## src/rtl/mem_port_arbiter.sv

```systemverilog
// Shares one memory port between instruction fetch and load/store requesters.
// Data wins by default; an aging counter forces fetch through after MAX_WAIT refusals.
`timescale 1ns/1ps

module mem_port_arbiter #(
    parameter int unsigned MAX_WAIT = 4  // legal range 1..15, must fit wait_cnt
) (
    input  logic        clk,
    input  logic        rst_n,

    input  logic        if_req,
    input  logic [31:0] if_addr,
    output logic        if_gnt,
    output logic        if_rvalid,
    output logic [31:0] if_rdata,

    input  logic        d_req,
    input  logic        d_we,
    input  logic [2:0]  d_funct3,
    input  logic [31:0] d_addr,
    input  logic [31:0] d_wdata,
    output logic        d_gnt,
    output logic        d_rvalid,
    output logic [31:0] d_rdata,

    output logic        mem_write,
    output logic [2:0]  mem_funct3,
    output logic [31:0] mem_write_address,
    output logic [31:0] mem_write_data,
    output logic [31:0] mem_read_address,
    input  logic [31:0] mem_read_data
);

    typedef enum logic [1:0] {
        RESP_NONE,
        RESP_IF,
        RESP_D
    } resp_sel_e;

    localparam logic [3:0] MAX_WAIT_C = 4'(MAX_WAIT);

    resp_sel_e   resp_sel_q, resp_sel_d;
    logic [3:0]  wait_cnt_q, wait_cnt_d;
    logic [31:0] last_raddr_q, last_raddr_d;

    logic fetch_win;
    logic data_win;
    logic data_load;

    // Grants are suppressed while reset is held so every output sits at its reset value.
    always_comb begin
        fetch_win = rst_n && if_req && (!d_req || (wait_cnt_q == MAX_WAIT_C));
        data_win  = rst_n && d_req && !fetch_win;
        data_load = data_win && !d_we;
        if_gnt    = fetch_win;
        d_gnt     = data_win;
    end

    always_comb begin
        wait_cnt_d = 4'd0;
        if (if_req && !fetch_win) begin
            wait_cnt_d = (wait_cnt_q == MAX_WAIT_C) ? wait_cnt_q : wait_cnt_q + 4'd1;
        end
    end

    always_comb begin
        last_raddr_d = last_raddr_q;
        if (fetch_win) begin
            last_raddr_d = if_addr;
        end else if (data_load) begin
            last_raddr_d = d_addr;
        end
    end

    always_comb begin
        mem_write         = 1'b0;
        mem_funct3        = 3'b010;
        mem_write_address = 32'd0;
        mem_write_data    = 32'd0;
        mem_read_address  = last_raddr_q;
        if (fetch_win) begin
            mem_read_address = if_addr;
        end else if (data_win) begin
            mem_funct3 = d_funct3;
            if (d_we) begin
                mem_write         = 1'b1;
                mem_write_address = d_addr;
                mem_write_data    = d_wdata;
            end else begin
                mem_read_address = d_addr;
            end
        end
    end

    always_ff @(posedge clk or negedge rst_n) begin
        if (!rst_n) begin
            resp_sel_q   <= RESP_NONE;
            wait_cnt_q   <= 4'd0;
            last_raddr_q <= 32'd0;
        end else begin
            resp_sel_q   <= resp_sel_d;
            wait_cnt_q   <= wait_cnt_d;
            last_raddr_q <= last_raddr_d;
        end
    end

    // The tag remembers who owns the read response arriving next cycle; stores get none.
    always_comb begin
        resp_sel_d = RESP_NONE;
        if (fetch_win) begin
            resp_sel_d = RESP_IF;
        end else if (data_load) begin
            resp_sel_d = RESP_D;
        end
    end

    always_comb begin
        if_rvalid = (resp_sel_q == RESP_IF);
        d_rvalid  = (resp_sel_q == RESP_D);
        if_rdata  = if_rvalid ? mem_read_data : 32'd0;
        d_rdata   = d_rvalid  ? mem_read_data : 32'd0;
    end

endmodule

```

## config.mk

```make
export PLATFORM = sky130hd
export DESIGN_NAME = mem_port_arbiter
export DESIGN_NICKNAME = d
export VERILOG_FILES = /design/src/rtl/mem_port_arbiter.sv
export SDC_FILE = /design/constraint.sdc
export NUM_CORES = 1
export LEC_CHECK = 0
export BUFFER_PORTS_ARGS = -buffer_cell sky130_fd_sc_hd__buf_2
export CAP_MARGIN = 20
export CORE_AREA = 2 2 118 120
export CTS_BUF_LIST = sky130_fd_sc_hd__clkbuf_16
export DETAILED_ROUTE_END_ITERATION = 16
export DIE_AREA = 0 0 120 122
export PLACE_DENSITY_LB_ADDON = 0.08
export SLEW_MARGIN = 20
export SYNTH_ARGS = -nofsm -noshare
export SYNTH_HDL_FRONTEND = slang
export SYNTH_SLANG_ARGS = --single-unit
```

## constraint.sdc

```tcl
create_clock -name clk -period 2.9 [get_ports clk]
set_clock_uncertainty 0.2 [all_clocks]
set_input_delay 0.435 -clock clk [delete_from_list [all_inputs] [get_ports clk]]
set_output_delay 0.435 -clock clk [all_outputs]
set_load 0.1 [all_outputs]
```

==> impl_metrics.csv <==
group,metric,value,unit
hold_path,hold_path_class,"primary input to async pin",
floorplan,coreArea,13500,um2
power_and_ir_drop,p_leak,3.650,nW
drt,viasPerCell,4.308,
floorplan,die_area,14640,um2
drt,ant_nets,0,
clock_tree,clkSlewWorstSetupHoldPaths,60,ps
setup_path,path_buf_inv,5,
drt,wl,15.13,mm
timing,rsz0062_at_grt,"yes",
synthesis,syn_inst,317,
clock_tree,cts_buffer_depth,2,
setup_path,cp-startpoint,"wait_cnt_q[0]",
drt,avgRoutedWirePerCell,18.59,um
setup_path,cp.depth,9,
placement,port-buffer-count,303,
clock_tree,cts.sinks,38,
layout,areaGrowthSynthToFinish,135.6,%
timing,max_freq,351.1,MHz
timing,worst_pin_slew,485.9,ps
placement,dp_worst_setup_slack,217.4,ps
synthesis,synthTopCellsByArea,"dfrtp_1 (29%), mux2_2 (28%), and2_1 (25%), mux2_4 (5.4%), buf_8 (2.3%)",
synthesis,netlist_area,3317,um2
setup_path,crit_type,"register to output pin",
setup_path,cpLargestDelayFamily,"buffers and inverters",
grt,grt_max_degree,34,
setup_path,r2r_cells,7,
floorplan,die_x,120,um
synthesis,synth_cell_types,28,
floorplan,die_h,122,um
synthesis,synth.most_common_cell,"and2_1",
clock_tree,ctsHtreeMaxLevel,2,
timing,setup_viol,0,
grt,grt_pass1_wl,20.84,mm
layout,final_cells,814,
synthesis,synthArstFlopShare,100.0,%
placement,place.gp.congestion,0.8274,
power_and_ir_drop,pwr-share-comb,66.3,%
setup_path,r2r-end,"last_raddr_q[12]",
setup_path,r2r_start,"wait_cnt_q[0]",
setup_path,cp-end-kind,"output pin",
setup_path,cp_slowest_cell,"dfrtp_1",
synthesis,synth_seq_area_share,28.67,%
setup_path,cp-endpoint,"mem_write_address[15]",
timing,fin_crit_sh,98.21,%
grt,grt.total_usage,18.51,%
setup_path,cp_max_fo,7,
setup_path,path_cells,"inv_2 -> ha_4 -> and3b_2 -> buf_6 -> a211oi_4 -> buf_6 -> clkbuf_16 -> and2_4 -> buf_12",
clock_tree,cts_buffers,5,
timing,max_slew_margin,67.83,%
placement,post-dp-hpwl,11.70,mm
clock_tree,cts_tree,"yes",
synthesis,ys_ff_latch,38,
clock_tree,clk_latency,270,ps
power_and_ir_drop,pwr-share-clk,15.0,%
timing,fin_ws,52.05,ps
synthesis,yosysTopAreaCellShare,28.67,%
synthesis,synth_edf_count,0,
synthesis,post-synth-top-area-cell,"dfrtp_1",
timing,slew_viol_final,0,
floorplan,boundaryPins,304,
drt,drt_first_pass_iters,4,
setup_path,r2r_slack,640,ps
placement,placedInstanceArea,7202,um2
power_and_ir_drop,p_seq_share,18.7,%
layout,final_nets,769,
floorplan,fp-row-count,43,
grt,grt_pass1_vias,3417,
timing,hold_viol,0,
drt,via_count,3507,
floorplan,start_util,24.56,%
drt,post-route-drc-count,0,
clock_tree,cts_root_buffer,"clkbuf_16",
grt,overflow,0,
placement,dp.cells,787,
layout,fin_util,57.86,%
synthesis,syn_area_per_cell,10.46,um2
synthesis,synth_flop_cell,"dfrtp_1",
timing,period_needed,2848,ps
setup_path,cp-start-kind,"register",
drt,drt_iter0_markers,97,
flow_run,maxCapViolCount,0,
power_and_ir_drop,cellInternalPower,1.776,mW
grt,grt_antenna_before_repair,5,
power_and_ir_drop,p_sw_share,49.53,%
power_and_ir_drop,p_switching,1.743,mW
layout,drive_gt1_share,80.22,%
timing,tns,0,ps
setup_path,cp.required,2270,ps
power_and_ir_drop,irDropWorstVdd,0.4824,mV
run_status,outcome,"completed",
setup_path,crit_top_cell,"buf_6",
synthesis,syn_nets,455,
setup_path,crit_arrival,2210,ps
synthesis,synthTopCellsByCount,"and2_1 (131), mux2_2 (82), dfrtp_1 (38)",
setup_path,critPathMaxStageDelay,380,ps
layout,design_area,7814,um2
synthesis,yosys_warnings,0,
power_and_ir_drop,power.density,450.3,nW/um2
## stage by stage
stage / power (mW) / hold slack (ps)
6_report: 3.519 / 54.32
3_5_place_dp: 2.892 / 231.0
4_1_cts: 3.496 / 68.96
2_1_floorplan: 2.240 / -60.59
5_1_grt: 3.639 / 98.42
3_3_place_gp: 2.866 / 220.6
## area by class of cell
type / count / area, um2
tap: 180 / 225.2
multi-input combinational: 249 / 2318
clock buffer: 5 / 125.1
fill: 1127 / 5690
antenna: 2 / 5.005
inverter: 6 / 25.02
timing repair buffer: 331 / 4148
clock inverter: 3 / 16.27
sequential: 38 / 950.9
## cells in the final DEF, fill, tap and decap left out
| cell | count |
|---|---|
| a211oi_4 | 1 |
| mux2_1 | 2 |
| a21oi_4 | 1 |
| nand3_1 | 1 |
| o211ai_4 | 1 |
| clkinvlp_4 | 1 |
| xor2_1 | 1 |
| mux2_2 | 82 |
| inv_2 | 2 |
| nand2b_2 | 1 |
| nor2_1 | 2 |
| diode_2 | 2 |
| clkinv_1 | 1 |
| ha_4 | 1 |
| inv_4 | 1 |
| inv_1 | 3 |
| nor2b_1 | 2 |
| and2_1 | 69 |
| mux2_4 | 12 |
| bufbuf_16 | 2 |
| nor3_2 | 4 |
| nand3b_2 | 1 |
| buf_6 | 5 |
| buf_2 | 138 |
| clkbuf_16 | 8 |
| and3b_2 | 1 |
| and2_4 | 51 |
| xnor2_1 | 1 |
| buf_16 | 1 |
| buf_12 | 149 |
| clkinv_2 | 1 |
| buf_4 | 32 |
| dlygate4sd3_1 | 1 |
| and2_2 | 11 |
| nand2_1 | 1 |
| ha_1 | 1 |
| dfrtp_1 | 38 |
| mux2i_1 | 2 |
## cell families after synthesis
logic type / after synthesis / synth area share, %
AOI/OAI and AO/OA: 3 / 1.169
xor gates and xnor gates: 2 / 0.5282
adders and majority gates: 2 / 0.7543
buffers and inverters: 30 / 6.752
DFF: 38 / 28.67
muxes: 98 / 34.55
and+or+nand+nor: 144 / 27.57
## what timing repair did
| action | in CTS | in global routing |
|---|---|---|
| setup buffers | 3 | 5 |
| hold endpoints to repair | 6 | 0 |
| pin swaps | 2 | 27 |
| hold buffers | 1 | 0 |
| endpoints found under the setup margin | 85 | 85 |
| resized for setup | 27 | 54 |
| gates cloned | 3 | 5 |
## routing by layer
metal	up-vias	routed length [um]	global-route usage (%)
met1	1656	5644	20.75
met2	156	8096	34.45
met3	10	1280	6.227
li1	1679	-	-
met5	-	38	0
met4	6	74	3.015
## power by group through the flow
| stage | Clock, mW | Combinational (mW) | Sequential [mW] |
|---|---|---|---|
| floorplan | 0 | 1.58 | 0.657 |
| global placement | 0 | 2.20 | 0.663 |
| detailed placement | 0 | 2.22 | 0.668 |
| CTS | 0.543 | 2.29 | 0.659 |
| global route | 0.560 | 2.41 | 0.666 |
| finish | 0.526 | 2.33 | 0.659 |
## registers in the layout, summed over array words and instances, names as in the netlist
register      count
resp_sel_q        2
last_raddr_q     32
wait_cnt_q        4
## worst min-delay path by stage
stage                            end  slack, ps  depth (start not counted)   from
floorplan            last_raddr_q[0]        -60                          0  rst_n
global placement       resp_sel_q[1]        220                          2  rst_n
detailed placement     wait_cnt_q[1]        230                          2  rst_n
CTS                  last_raddr_q[0]         70                          2  rst_n
global route        last_raddr_q[23]        100                          2  rst_n
finish              last_raddr_q[30]         50                          2  rst_n
Power figures use the tool's default switching activity.
